<file path="config.mk">
export PLATFORM = sky130hd
export DESIGN_NAME = regfile_access_sequencer_flat
export DESIGN_NICKNAME = d
export VERILOG_FILES = /design/src/rtl/regfile_seq_pkg.sv /design/src/rtl/regfile_access_sequencer_if.sv /design/src/rtl/rf_alu.sv /design/src/rtl/regfile_access_sequencer.sv /design/src/flat_wrapper.sv
export SDC_FILE = /design/constraint.sdc
export NUM_CORES = 1
export LEC_CHECK = 0
export CAP_MARGIN = 0
export CORE_MARGIN = 4
export CORE_UTILIZATION = 57
export CTS_CLUSTER_DIAMETER = 80
export DETAILED_ROUTE_END_ITERATION = 12
export HOLD_SLACK_MARGIN = 0.12
export PLACE_DENSITY = 0.88
export SYNTH_ARGS = -nofsm -noshare
export SYNTH_HDL_FRONTEND = slang
export SYNTH_SLANG_ARGS = --single-unit
</file>
<file path="constraint.sdc">
create_clock -name clk -period 5.8 [get_ports clk]
set_input_delay 0.58 -clock clk [delete_from_list [all_inputs] [get_ports clk]]
set_output_delay 0.58 -clock clk [all_outputs]
set_load 0.03 [all_outputs]
</file>
<file path="src/rtl/regfile_seq_pkg.sv">
// Shared definitions for the register-file access sequencer.
//   - default data / register-index widths
//   - instruction opcode encoding
//   - FSM state constants
package regfile_seq_pkg;

  localparam int DEF_DATA_W = 16;
  localparam int DEF_ADDR_W = 3;

  typedef enum logic [2:0] {
    OP_NOP = 3'd0,
    OP_ADD = 3'd1,
    OP_SUB = 3'd2,
    OP_AND = 3'd3,
    OP_OR  = 3'd4,
    OP_XOR = 3'd5,
    OP_MOV = 3'd6,
    OP_LDI = 3'd7
  } opcode_e;

  localparam logic [2:0] ST_IDLE   = 3'd0;
  localparam logic [2:0] ST_READ   = 3'd1;
  localparam logic [2:0] ST_EXEC   = 3'd2;
  localparam logic [2:0] ST_SETUP  = 3'd3;
  localparam logic [2:0] ST_STROBE = 3'd4;

endpackage

</file>
<file path="src/rtl/regfile_access_sequencer_if.sv">
// Bundle between instruction source, sequencer and register file.
//   master : sequencer side (accepts instructions, drives read/write ports)
//   slave  : environment side (instruction source plus register file)
interface regfile_access_sequencer_if #(
  parameter int DATA_W = regfile_seq_pkg::DEF_DATA_W,
  parameter int ADDR_W = regfile_seq_pkg::DEF_ADDR_W
);
  logic              instr_valid;
  logic              instr_ready;
  logic [2:0]        instr_op;
  logic [ADDR_W-1:0] instr_rd;
  logic [ADDR_W-1:0] instr_rs1;
  logic [ADDR_W-1:0] instr_rs2;
  logic [DATA_W-1:0] instr_imm;
  logic [ADDR_W-1:0] read_register1;
  logic [ADDR_W-1:0] read_register2;
  logic [DATA_W-1:0] read_data1;
  logic [DATA_W-1:0] read_data2;
  logic [ADDR_W-1:0] write_register;
  logic [DATA_W-1:0] write_data;
  logic              write_enable;
  logic              done;
  logic              carry;
  logic              zero;

  modport master (
    input  instr_valid, instr_op, instr_rd, instr_rs1, instr_rs2, instr_imm,
    input  read_data1, read_data2,
    output instr_ready, read_register1, read_register2,
    output write_register, write_data, write_enable, done, carry, zero
  );

  modport slave (
    output instr_valid, instr_op, instr_rd, instr_rs1, instr_rs2, instr_imm,
    output read_data1, read_data2,
    input  instr_ready, read_register1, read_register2,
    input  write_register, write_data, write_enable, done, carry, zero
  );
endinterface

</file>
<file path="src/rtl/rf_alu.sv">
// Combinational ALU for the sequencer.
//   a, b  : operands (register file read data)
//   op    : opcode
//   res   : result, modulo 2**DATA_W
//   carry : carry out for ADD, borrow (a < b) for SUB, 0 otherwise
module rf_alu
  import regfile_seq_pkg::*;
#(
  parameter int DATA_W = DEF_DATA_W
) (
  input  logic [DATA_W-1:0] a,
  input  logic [DATA_W-1:0] b,
  input  opcode_e           op,
  output logic [DATA_W-1:0] res,
  output logic              carry
);
  logic [DATA_W:0] ext;

  always_comb begin
    ext   = '0;
    res   = '0;
    carry = 1'b0;
    case (op)
      OP_ADD: begin
        ext   = {1'b0, a} + {1'b0, b};
        res   = ext[DATA_W-1:0];
        carry = ext[DATA_W];
      end
      OP_SUB: begin
        // The extended MSB is set exactly when the subtraction borrows.
        ext   = {1'b0, a} - {1'b0, b};
        res   = ext[DATA_W-1:0];
        carry = ext[DATA_W];
      end
      OP_AND:  res = a & b;
      OP_OR:   res = a | b;
      OP_XOR:  res = a ^ b;
      OP_MOV:  res = a;
      default: res = '0;
    endcase
  end
endmodule

</file>
<file path="src/rtl/regfile_access_sequencer.sv">
// Register-file access sequencer: takes one instruction at a time over a
// valid/ready handshake, reads up to two operands, computes a result and
// commits it with a write strobe that is preceded by a one-cycle setup phase
// and lasts exactly one clock.
//   clk   : rising-edge clock
//   rst_n : asynchronous active-low reset
//   bus   : instruction handshake, register-file read/write ports, flags
module regfile_access_sequencer
  import regfile_seq_pkg::*;
#(
  parameter int DATA_W = DEF_DATA_W,
  parameter int ADDR_W = DEF_ADDR_W
) (
  input  logic                         clk,
  input  logic                         rst_n,
  regfile_access_sequencer_if.master   bus
);
  logic [2:0]        state;
  opcode_e           op_q;
  logic [ADDR_W-1:0] rd_q;
  logic [ADDR_W-1:0] rr1_q;
  logic [ADDR_W-1:0] rr2_q;
  logic [ADDR_W-1:0] wreg_q;
  logic [DATA_W-1:0] wdata_q;
  logic              we_q;
  logic              done_q;
  logic              carry_q;
  logic              zero_q;
  logic [DATA_W-1:0] alu_res;
  logic              alu_carry;
  opcode_e           op_in;

  assign op_in           = opcode_e'(bus.instr_op);
  assign bus.instr_ready = (state == ST_IDLE);

  // Read addresses are held from READ through EXEC, so read_data reflects
  // the operands during EXEC and the ALU output is captured at its end.
  rf_alu #(.DATA_W(DATA_W)) u_alu (
    .a     (bus.read_data1),
    .b     (bus.read_data2),
    .op    (op_q),
    .res   (alu_res),
    .carry (alu_carry)
  );

  // Instruction latch: plain data, no reset needed.
  always_ff @(posedge clk) begin
    if (state == ST_IDLE && bus.instr_valid) begin
      op_q <= op_in;
      rd_q <= bus.instr_rd;
    end
  end

  always_ff @(posedge clk or negedge rst_n) begin
    if (!rst_n) begin
      state   <= ST_IDLE;
      rr1_q   <= '0;
      rr2_q   <= '0;
      wreg_q  <= '0;
      wdata_q <= '0;
      we_q    <= 1'b0;
      done_q  <= 1'b0;
      carry_q <= 1'b0;
      zero_q  <= 1'b0;
    end else begin
      done_q <= 1'b0;
      case (state)
        // ---- IDLE: accept ----
        ST_IDLE: begin
          if (bus.instr_valid) begin
            case (op_in)
              OP_NOP: done_q <= 1'b1;
              OP_LDI: begin
                // LDI needs no operands: go straight to the setup phase.
                wreg_q  <= bus.instr_rd;
                wdata_q <= bus.instr_imm;
                zero_q  <= (bus.instr_imm == '0);
                state   <= ST_SETUP;
              end
              default: begin
                rr1_q <= bus.instr_rs1;
                rr2_q <= bus.instr_rs2;
                state <= ST_READ;
              end
            endcase
          end
        end
        // ---- READ: addresses on the read ports ----
        ST_READ: state <= ST_EXEC;
        // ---- EXEC: capture ALU result, present it for setup ----
        ST_EXEC: begin
          wreg_q  <= rd_q;
          wdata_q <= alu_res;
          zero_q  <= (alu_res == '0);
          if (op_q == OP_ADD || op_q == OP_SUB) carry_q <= alu_carry;
          state   <= ST_SETUP;
        end
        // ---- SETUP: address/data stable, strobe low ----
        ST_SETUP: begin
          we_q   <= 1'b1;
          done_q <= 1'b1;
          state  <= ST_STROBE;
        end
        // ---- STROBE: single-cycle write pulse ----
        ST_STROBE: begin
          we_q  <= 1'b0;
          state <= ST_IDLE;
        end
        default: begin
          we_q  <= 1'b0;
          state <= ST_IDLE;
        end
      endcase
    end
  end

  assign bus.read_register1 = rr1_q;
  assign bus.read_register2 = rr2_q;
  assign bus.write_register = wreg_q;
  assign bus.write_data     = wdata_q;
  assign bus.write_enable   = we_q;
  assign bus.done           = done_q;
  assign bus.carry          = carry_q;
  assign bus.zero           = zero_q;
endmodule

</file>
<file path="src/flat_wrapper.sv">
// flat-port wrapper written by rule: the top's interface ports become plain ports
module regfile_access_sequencer_flat import regfile_seq_pkg::*;
#(
  parameter int DATA_W = DEF_DATA_W,
  parameter int ADDR_W = DEF_ADDR_W
)
  (clk, rst_n, bus_instr_valid, bus_instr_op, bus_instr_rd, bus_instr_rs1, bus_instr_rs2, bus_instr_imm, bus_read_data1, bus_read_data2, bus_instr_ready, bus_read_register1, bus_read_register2, bus_write_register, bus_write_data, bus_write_enable, bus_done, bus_carry, bus_zero);
  regfile_access_sequencer_if #(.DATA_W(DATA_W), .ADDR_W(ADDR_W)) bus_i ();
  input  logic clk;
  input  logic rst_n;
  input wire logic [$bits(bus_i.instr_valid)-1:0] bus_instr_valid;
  input wire logic [$bits(bus_i.instr_op)-1:0] bus_instr_op;
  input wire logic [$bits(bus_i.instr_rd)-1:0] bus_instr_rd;
  input wire logic [$bits(bus_i.instr_rs1)-1:0] bus_instr_rs1;
  input wire logic [$bits(bus_i.instr_rs2)-1:0] bus_instr_rs2;
  input wire logic [$bits(bus_i.instr_imm)-1:0] bus_instr_imm;
  input wire logic [$bits(bus_i.read_data1)-1:0] bus_read_data1;
  input wire logic [$bits(bus_i.read_data2)-1:0] bus_read_data2;
  output wire logic [$bits(bus_i.instr_ready)-1:0] bus_instr_ready;
  output wire logic [$bits(bus_i.read_register1)-1:0] bus_read_register1;
  output wire logic [$bits(bus_i.read_register2)-1:0] bus_read_register2;
  output wire logic [$bits(bus_i.write_register)-1:0] bus_write_register;
  output wire logic [$bits(bus_i.write_data)-1:0] bus_write_data;
  output wire logic [$bits(bus_i.write_enable)-1:0] bus_write_enable;
  output wire logic [$bits(bus_i.done)-1:0] bus_done;
  output wire logic [$bits(bus_i.carry)-1:0] bus_carry;
  output wire logic [$bits(bus_i.zero)-1:0] bus_zero;
  assign bus_i.instr_valid = bus_instr_valid;
  assign bus_i.instr_op = bus_instr_op;
  assign bus_i.instr_rd = bus_instr_rd;
  assign bus_i.instr_rs1 = bus_instr_rs1;
  assign bus_i.instr_rs2 = bus_instr_rs2;
  assign bus_i.instr_imm = bus_instr_imm;
  assign bus_i.read_data1 = bus_read_data1;
  assign bus_i.read_data2 = bus_read_data2;
  assign bus_instr_ready = bus_i.instr_ready;
  assign bus_read_register1 = bus_i.read_register1;
  assign bus_read_register2 = bus_i.read_register2;
  assign bus_write_register = bus_i.write_register;
  assign bus_write_data = bus_i.write_data;
  assign bus_write_enable = bus_i.write_enable;
  assign bus_done = bus_i.done;
  assign bus_carry = bus_i.carry;
  assign bus_zero = bus_i.zero;
  regfile_access_sequencer #(.DATA_W(DATA_W), .ADDR_W(ADDR_W)) u_core (.clk(clk), .rst_n(rst_n), .bus(bus_i));
endmodule
</file>
# [After elaboration in Yosys (flattened, before gate mapping)]
# Cells that the tools add are included.
# W data, S select, Z words.
[totals] word_cells=61 reg_bits=38 output_inout_bits=30 inputBits=63
[classes] addsub=2 bitwise_logic=4 n_mux=18 n_reduce_logical=13 n_eq_ne=13
[ops] operator="$pmux W16 S6" count=1
[ops] operator="$logic_not A16 Y1" count=2
[ops] operator="$mux W16" count=2
[ops] operator="$pmux W16 S2" count=1
[ops] operator="$add A16 B16 Y17" count=1
[ops] operator="$sub A16 B16 Y17" count=1
[ops] operator="$and A16 B16 Y16" count=1
[ops] operator="$or A16 B16 Y16" count=1
[ops] operator="$xor A16 B16 Y16" count=1
[ops] operator="$eq A3 B2 Y1 const B" count=4
[ops] operator="$eq A3 B3 Y1 const B" count=4
[ops] operator="$pmux W3 S2" count=2
[ops] operator="$pmux W3 S4" count=1
[ops] operator="$mux W3" count=3
[ops] operator="$pmux W1 S2" count=4
[ops] operator="$eq A3 B1 Y1 const B" count=2
[ops] operator="$logic_not A3 Y1" count=2
[ops] operator="$reduce_and A3 Y1" count=2
[ops] operator="$mux W1" count=4
[ops] operator="$ne A2 B2 Y1 const B" count=2
[ops] operator="$reduce_and A2 Y1" count=2
[ops] operator="$reduce_or A3 Y1" count=1
[ops] operator="$ne A2 B1 Y1 const B" count=1
[ops] operator="$reduce_bool A2 Y1" count=1
[ops] operator="other kinds (4)" count=4

# [Depth between registers and ports, before layout]
# Gate-level depths: netlist of the first run.
[logic_depth] word_depth=4 ltp_mapped=13 mapped_depth_nobuf=13

# [Modules after synthesis]
# From an unflattened synthesis of the first run, not the netlist that was laid out.
[hier_totals] cells_unflattened=534 hier_area_um2=4361.7
[modules_own_cells] module="rf_alu" seq_area_each_um2=0.0 instances=1 area_each_um2=2626.3 cells_each=386
[modules_own_cells] module="regfile_access_sequencer" seq_area_each_um2=980.9 instances=1 area_each_um2=1735.4 cells_each=148

# [Least setup slack after synthesis of the first run]
# OpenSTA, ideal clock, no wires.
[synth_timing] path_type="input port to flip-flop" start="input bus_read_data2[6]" end="register u_core.zero_q, in the netlist u_core.bus.zero" arrival_time_ps=3019 path_slack_ps=2707 t_required_ps=5726 n_path_buf=1 stages=12 setup_ps=74 cell_sequence="inv_1 > ha_1 > buf_6 > nor2b_4 > or4_4 > o211a_4 > o21ai_2 > a211oi_1 > or3_1 > a32o_1 > or3_1 > o21ai_2"
[synth_via] elab_chain_cells=4 word_cells_on_any_way=8 cone_classes="add/sub: 2; mux: 2; bitwise: 3; reduce/logical: 1"
[synth_lines] item="start, declared" line="flat_wrapper.sv:18" source="input wire logic [$bits(bus_i.read_data2)-1:0] bus_read_data2;"
[synth_lines] item="$sub A16 B16 Y17, or another cell as far along" line="rf_alu.sv:31" source="ext = {1'b0, a} - {1'b0, b};"
[synth_lines] item="$pmux W16 S6 (*)" line="rf_alu.sv:23" source="case (op)"
[synth_lines] item="$logic_not A16 Y1 (*)" line="regfile_access_sequencer.sv:94" source="zero_q <= (alu_res == '0);"
[synth_lines] item="$pmux W1 S2 (*)" line="regfile_access_sequencer.sv:67" source="case (state)"
[synth_lines] item="end signal, assigned" line="regfile_access_sequencer.sv:77" source="zero_q <= (bus.instr_imm == '0);"
[synth_lines] item="end signal, assigned" line="regfile_access_sequencer.sv:94"
[synth_lines] item="end, declared" line="regfile_access_sequencer.sv:28" source="logic zero_q;"
# Mark *: on every way between the ends. The rest lies on a longest branch, timed or not.
# A chain may end at the register's enable or synchronous reset.

# [Worst setup path after layout of the first run]
[layout_timing] start="input bus_read_data2[0]" end="register u_core.zero_q, in the netlist u_core.bus.zero"
# The elaborated chain is that of the path after synthesis.

==> flow_summary.toml, run 1 <==
[placed_design]
port_buffers = 92
post-dp-hpwl_um = 10850
post_dp_cell_area_um2 = 5363
post-place-cells = 730
gp_congestion = 0.9637

[floorplanning]
die-area_um2 = 9264
core_um2 = 7408
rows = 31
start_util_pct = 59.92
die_height_um = 96.25
die_w_um = 96.25
pin_count = 93

[global_routing]
grt_pass1_wl_um = 22150
antenna_found_initial = 0
grt_max_degree = 42
overflow = 0
grt_pass1_vias = 4690
grtUsageTotal_pct = 30.44

[critical_path]
reg2reg_slack_ns = 2.32
cp_top_family = "compound AO/OA/AOI/OAI gates"
worstSetupPathType = "in2reg"
crit_fanout = 3
end_kind = "flop"
crit_arrival_ns = 3.97
slowest_stage = "a222oi_1"
cp_num_buf_inv = 2
required_ns = 6.01
worstSetupStartpointType = "input port"
crit_chain = "clkdlybuf4s50_1 > ha_1 > inv_1 > fa_1 > nor2b_1 > o21ai_0 > a21oi_1 > o221ai_1 > a222oi_1 > nand4_1 > nor4_1 > nand2_1 > o21ai_2"
slowest_delay_ns = 0.57

[power]
power.density_nw_per_um2 = 341.7
switching_power_mw = 0.8850
intPower_mw = 0.9823
ir_worst_vdd_mv = 0.4054
clock_power_share_pct = 11.4
switching_share_pct = 47.39
comb_power_share_pct = 63.0
p_total_mw = 1.867
seqPwrFrac_pct = 25.6
power_leakage_nw = 2.375

[clocking]
numClockSinks = 38
postCtsHoldBufs = 0
clk_pin_slew_ns = 0.07
ctsResizeCount = 0
post_cts_buffers = 0
clock_latency_ns = 0.28
cts_max_path_buffers = 2
numCtsBuffers = 5
htree_levels = 2
cts-root-buf = "clkbuf_8"
cts_tree = "built"

[detailed_routing]
viasPerCell = 6.418
routed_wl_um = 14160
ant_nets = 0
dr.pass1.iters = 5
vias = 4730
drc = 0
drt_iter0_markers = 396
wire_per_inst_um = 19.22

[sta]
timing.fmax_mhz = 266.0
tns_ns = 0
min_period_ns = 3.759
finalSetupViolCount = 0
rsz0062_at_grt = "false"
tightest_slew_ns = 0.9082
relSlewSlack_pct = 39.33
hold_violations = 0
period_share_pct = 64.81
fin_skew_ns = 0.007095
drv_slew = 0

[logic_synthesis]
synthesis.area_um2 = 4439
syn_avg_cell_area_um2 = 7.761
synth_edf_count = 6
synth_seq_cells = 38
ys_top_cells_by_area = "dfrtp_1 18%, ha_1 14%, o21ai_0 5.4%"
synth_top_area_share_pct = 18.04
yosysSeqAreaShare_pct = 22.10
syn_nets = 688
synth_async_sr_flop_share_pct = 84.21
yosysMostFrequentCell = "inv_1"
synthTopCellsByCount = "55 x inv_1, 51 x ha_1, 48 x nand2_1, 48 x o21ai_0, 43 x nor2_1"
syn_inst = 572
yosysTopAreaCell = "dfrtp_1"
synth_warnings = 0
synth-main-ff-cell = "dfrtp_1"
yosysUniqueCellTypes = 72

[final_layout]
finalNonFillerCells = 737
drive_above_1_share_pct = 6.113
syn2layout_area_growth_pct = 23.11
postLayoutCoreUtil_pct = 73.77
nNetsFinal = 754
antenna_cells = 0
final_area_um2 = 5465

[job]
cap_violations = 0

[outcome]
status = "complete, no violations"

[min_path]
hold_class = "reg2reg"
power by group through the flow:
stage                     sequential (mW)  clock [mW]  combinational, mW
after global routing                0.492       0.225               1.26
after global placement              0.470           0               1.14
after CTS                           0.475       0.214               1.17
after floorplan                     0.641           0              0.566
final                               0.478       0.212               1.18
after detailed placement            0.478           0               1.16
metal layers:
| metal | global-route usage (%) | wire, µm | part of all wire (%) |
|---|---|---|---|
| met1 | 37.55 | 5606 | 40 |
| met2 | 54.05 | 7080 | 50 |
| met3 | 3.987 | 1091 | 7.7 |
| met4 | 10.55 | 386 | 2.7 |
| met5 | 0 | 0 | 0 |
state kept, by name (all words and copies together), names as in the netlist, 3 cells and up:
| name | count |
|---|---|
| u_core.rd_q | 3 |
| u_core.bus.write_data | 16 |
| u_core.state | 3 |
| u_core.bus.read_register1 | 3 |
| u_core.bus.write_register | 3 |
| u_core.bus.read_register2 | 3 |
| u_core.op_q | 3 |
per-stage QoR:
step	worst slack, ns	hold WS [ns]
after detailed placement	1.856	0.4690
final	2.041	0.4826
after global placement	1.971	0.4617
after global routing	1.796	0.5061
after floorplan	2.707	0.2844
after CTS	2.155	0.4820
worst min-delay path: cells and delay by family (launching register included):
family	cells	cell delay, ns
AO/OA/AOI/OAI	1	0.06
flip-flops	1	0.34
AND/OR/NAND/NOR	1	0.05
path summary, 6_finish.rpt:
path	start	endpoint	cells past startpoint
hold / removal	u_core.bus.write_data[0]$_DFFE_PN0P_	u_core.bus.write_data[0]$_DFFE_PN0P_	2
max in group asynchronous	rst_n	u_core.bus.write_data[12]$_DFFE_PN0P_	2
setup / recovery	bus_read_data2[0]	u_core.bus.zero$_DFFE_PN0P_	13
setup reg to reg	u_core.op_q[0]$_DFFE_PP_	u_core.bus.write_data[15]$_DFFE_PN0P_	9
hold reg to reg	u_core.bus.write_data[0]$_DFFE_PN0P_	u_core.bus.write_data[0]$_DFFE_PN0P_	2
min in group asynchronous	rst_n	u_core.bus.write_data[14]$_DFFE_PN0P_	2
kinds of logic after synthesis:
kind of cell,Yosys count,synth area share (%)
muxes,27,6.426
buffers and inverters,92,8.089
adders and majority gates,53,15.28
DFF,38,22.10
xor gates and xnor gates,1,0.1973
and+or+nand+nor,173,19.36
AOI/OAI and AO/OA,188,28.55
final cells by class:
class / count / area, µm²
Inverter: 56 / 210.2
Clock buffer: 5 / 68.82
Clock inverter: 2 / 33.78
Fill cell: 569 / 1943
Tap cell: 99 / 123.9
Multi-Input combinational cell: 442 / 3104
Sequential cell: 38 / 980.9
Timing Repair Buffer: 95 / 943.4
cell usage in the layout, fill, tap and decap left out, types with 6 or more instances in the layout:
| cell type | n |
|---|---|
| nor2b_1 | 9 |
| nand2b_1 | 9 |
| inv_1 | 55 |
| mux2_2 | 12 |
| mux2i_1 | 15 |
| nand3_1 | 9 |
| or3_1 | 6 |
| a21o_1 | 6 |
| o21ai_0 | 48 |
| nor2_1 | 43 |
| a211oi_1 | 6 |
| edfxtp_1 | 6 |
| o211ai_1 | 10 |
| nand2_1 | 48 |
| o31ai_1 | 7 |
| o21bai_1 | 8 |
| dfrtp_1 | 32 |
| nor4_1 | 8 |
| a21oi_1 | 40 |
| nor3_1 | 16 |
| clkdlybuf4s50_1 | 92 |
| a221oi_1 | 6 |
| ha_1 | 51 |
Note: power is estimated with default switching activity, not from simulation.
==> inputs of run 2 (changes only) <==
--- a/config.mk
+++ b/config.mk
@@ -7,11 +7,11 @@
 export LEC_CHECK = 0
 export CAP_MARGIN = 0
 export CORE_MARGIN = 4
-export CORE_UTILIZATION = 57
+export CORE_UTILIZATION = 53
 export CTS_CLUSTER_DIAMETER = 80
 export DETAILED_ROUTE_END_ITERATION = 12
 export HOLD_SLACK_MARGIN = 0.12
-export PLACE_DENSITY = 0.88
+export PLACE_DENSITY = 0.82
 export SYNTH_ARGS = -nofsm -noshare
 export SYNTH_HDL_FRONTEND = slang
 export SYNTH_SLANG_ARGS = --single-unit
==> constraint.sdc (replaced) <==
create_clock -name clk -period 3.8 [get_ports clk]
set_input_delay 0.38 -clock clk [delete_from_list [all_inputs] [get_ports clk]]
set_output_delay 0.38 -clock clk [all_outputs]
set_load 0.03 [all_outputs]
==> run 2 against run 1 <==
  * Die area grew 6.9%
  * Worst setup slack lost 1.7 ns
  * Sequential share of layout area shrank 0.30 points
  * Cell count grew 2.7%
  * Cell area grew 1.7%
  * Sequential power grew 49%
  * Total power grew 51%
  * Clock power grew 39%
  * Clock skew shrank 0.0039 ns
  * Non-clock buffer count grew 13
  * Via count shrank 1.2%
  * Routed wire length shrank 4.8%
  * Largest cell class unchanged
==> flow_summary.toml, run 2 (same netlist as run 1, synthesis figures left out) <==
[floorplanning]
pin_count = 93
die_height_um = 99.52
die_w_um = 99.52
core_um2 = 8175
start_util_pct = 54.30
die-area_um2 = 9904
rows = 33

[critical_path]
slowest_stage = "clkdlybuf4s50_1"
cp_top_family = "compound AO/OA/AOI/OAI gates"
worstSetupPathType = "in2reg"
required_ns = 4.02
path_common_cell = "inv_1"
crit_arrival_ns = 3.67
worstSetupStartpointType = "input port"
slowest_delay_ns = 0.46
end_kind = "flop"
crit_fanout = 4
cp_num_buf_inv = 4
crit_chain = "clkdlybuf4s50_1 > inv_1 > ha_1 > inv_1 > fa_1 > nor2b_1 > o21a_1 > o31ai_1 > a41oi_1 > a311oi_1 > buf_4 > nand4_1 > nor4_1 > nand2_1 > o21ai_2"

[final_layout]
syn2layout_area_growth_pct = 25.20
largest_register_ffs = 16
drive_above_1_share_pct = 8.129
final_cell_mix = "92 x clkdlybuf4s50_1, 55 x inv_1, 51 x ha_1"
postLayoutCoreUtil_pct = 67.98
finalNonFillerCells = 757
layout.cells.most_common = "clkdlybuf4s50_1"
nNetsFinal = 767
final_area_um2 = 5558
antenna_cells = 0

[sta]
fin_ws_ns = 0.3590
period_share_pct = 90.55
timing.fmax_mhz = 290.6
tightest_slew_ns = 1.108
fin_skew_ns = 0.003175
finalSetupViolCount = 0
hold_violations = 0
min_period_ns = 3.441
relSlewSlack_pct = 25.99
drv_slew = 0
rsz0062_at_grt = "false"
tns_ns = 0
holdWs_ns = 0.4799

[min_path]
hold_class = "in2async"

[clocking]
postCtsHoldBufs = 0
cts_tree = "built"
cts-root-buf = "clkbuf_8"
numCtsBuffers = 5
cts_max_path_buffers = 2
ctsResizeCount = 0
htree_levels = 2
numClockSinks = 38
post_cts_buffers = 0
clk_pin_slew_ns = 0.08
clock_latency_ns = 0.29

[job]
cap_violations = 0

[global_routing]
grt_max_degree = 40
overflow = 0
grtUsageTotal_pct = 26.83
grt_pass1_wl_um = 21940
antenna_found_initial = 0
grt_pass1_vias = 4563

[detailed_routing]
drt_iter0_markers = 329
viasPerCell = 6.172
dr.pass1.iters = 5
ant_nets = 0
wire_per_inst_um = 17.81
vias = 4672
routed_wl_um = 13490
drc = 0

[placed_design]
post-place-cells = 749
pre_cts_slack_ns = 0.08177
post-dp-hpwl_um = 10490
port_buffers = 92
post_dp_cell_area_um2 = 5463
gp_congestion = 1.021

[power]
power.density_nw_per_um2 = 506.2
ir_worst_vdd_mv = 0.4855
p_total_mw = 2.813
power_leakage_nw = 2.431

[outcome]
status = "complete, no violations"
-- run 2: cell types whose count changed in the layout (fill, tap and decap cells not counted), sizes merged --
cell      delta
buf         +13
clkinvlp     +1
bufinv       -1
clkbuf       +1
-- run 2: per-layer routing --
metal / up-vias / part of all wire (%) / global-route usage, %
met5: - / 0 / 0
met4: 0 / 3.0 / 8.508
met3: 43 / 8.4 / 4.137
met2: 244 / 48 / 44.94
met1: 2163 / 41 / 35.50
li1: 2222 / - / -
-- run 2: path summary, 6_finish.rpt --
kind / cells after the start / slack [ns] / start / endpoint
setup / recovery: 15 / 0.36 / bus_read_data1[0] / u_core.bus.zero$_DFFE_PN0P_
min in group clk: 2 / 0.48 / u_core.bus.write_data[14]$_DFFE_PN0P_ / u_core.bus.write_data[14]$_DFFE_PN0P_
max in group asynchronous: 2 / 3.02 / rst_n / u_core.bus.read_register1[2]$_DFFE_PN0P_
hold / removal: 2 / 0.48 / rst_n / u_core.bus.write_data[12]$_DFFE_PN0P_
hold reg to reg: 2 / 0.48 / u_core.bus.write_data[14]$_DFFE_PN0P_ / u_core.bus.write_data[14]$_DFFE_PN0P_
setup reg to reg: 8 / 0.97 / u_core.op_q[2]$_DFFE_PP_ / u_core.bus.zero$_DFFE_PN0P_
-- run 2: layout make-up --
| class | instances | area [µm²] |
|---|---|---|
| sequential | 38 | 980.9 |
| timing repair buffer | 108 | 1041 |
| multi-input combinational | 442 | 3099 |
| clock buffer | 6 | 82.58 |
| fill | 659 | 2618 |
| inverter | 56 | 210.2 |
| clock inverter | 2 | 12.51 |
| tap | 105 | 131.4 |
-- run 2: where the power goes --
part / internal [mW] / switching (mW) / leakage [nW]
sequential: 0.596 / 0.117 / 0.452
combinational: 0.734 / 1.07 / 1.93
clock: 0.146 / 0.148 / 0.0472
total: 1.48 / 1.34 / 2.43
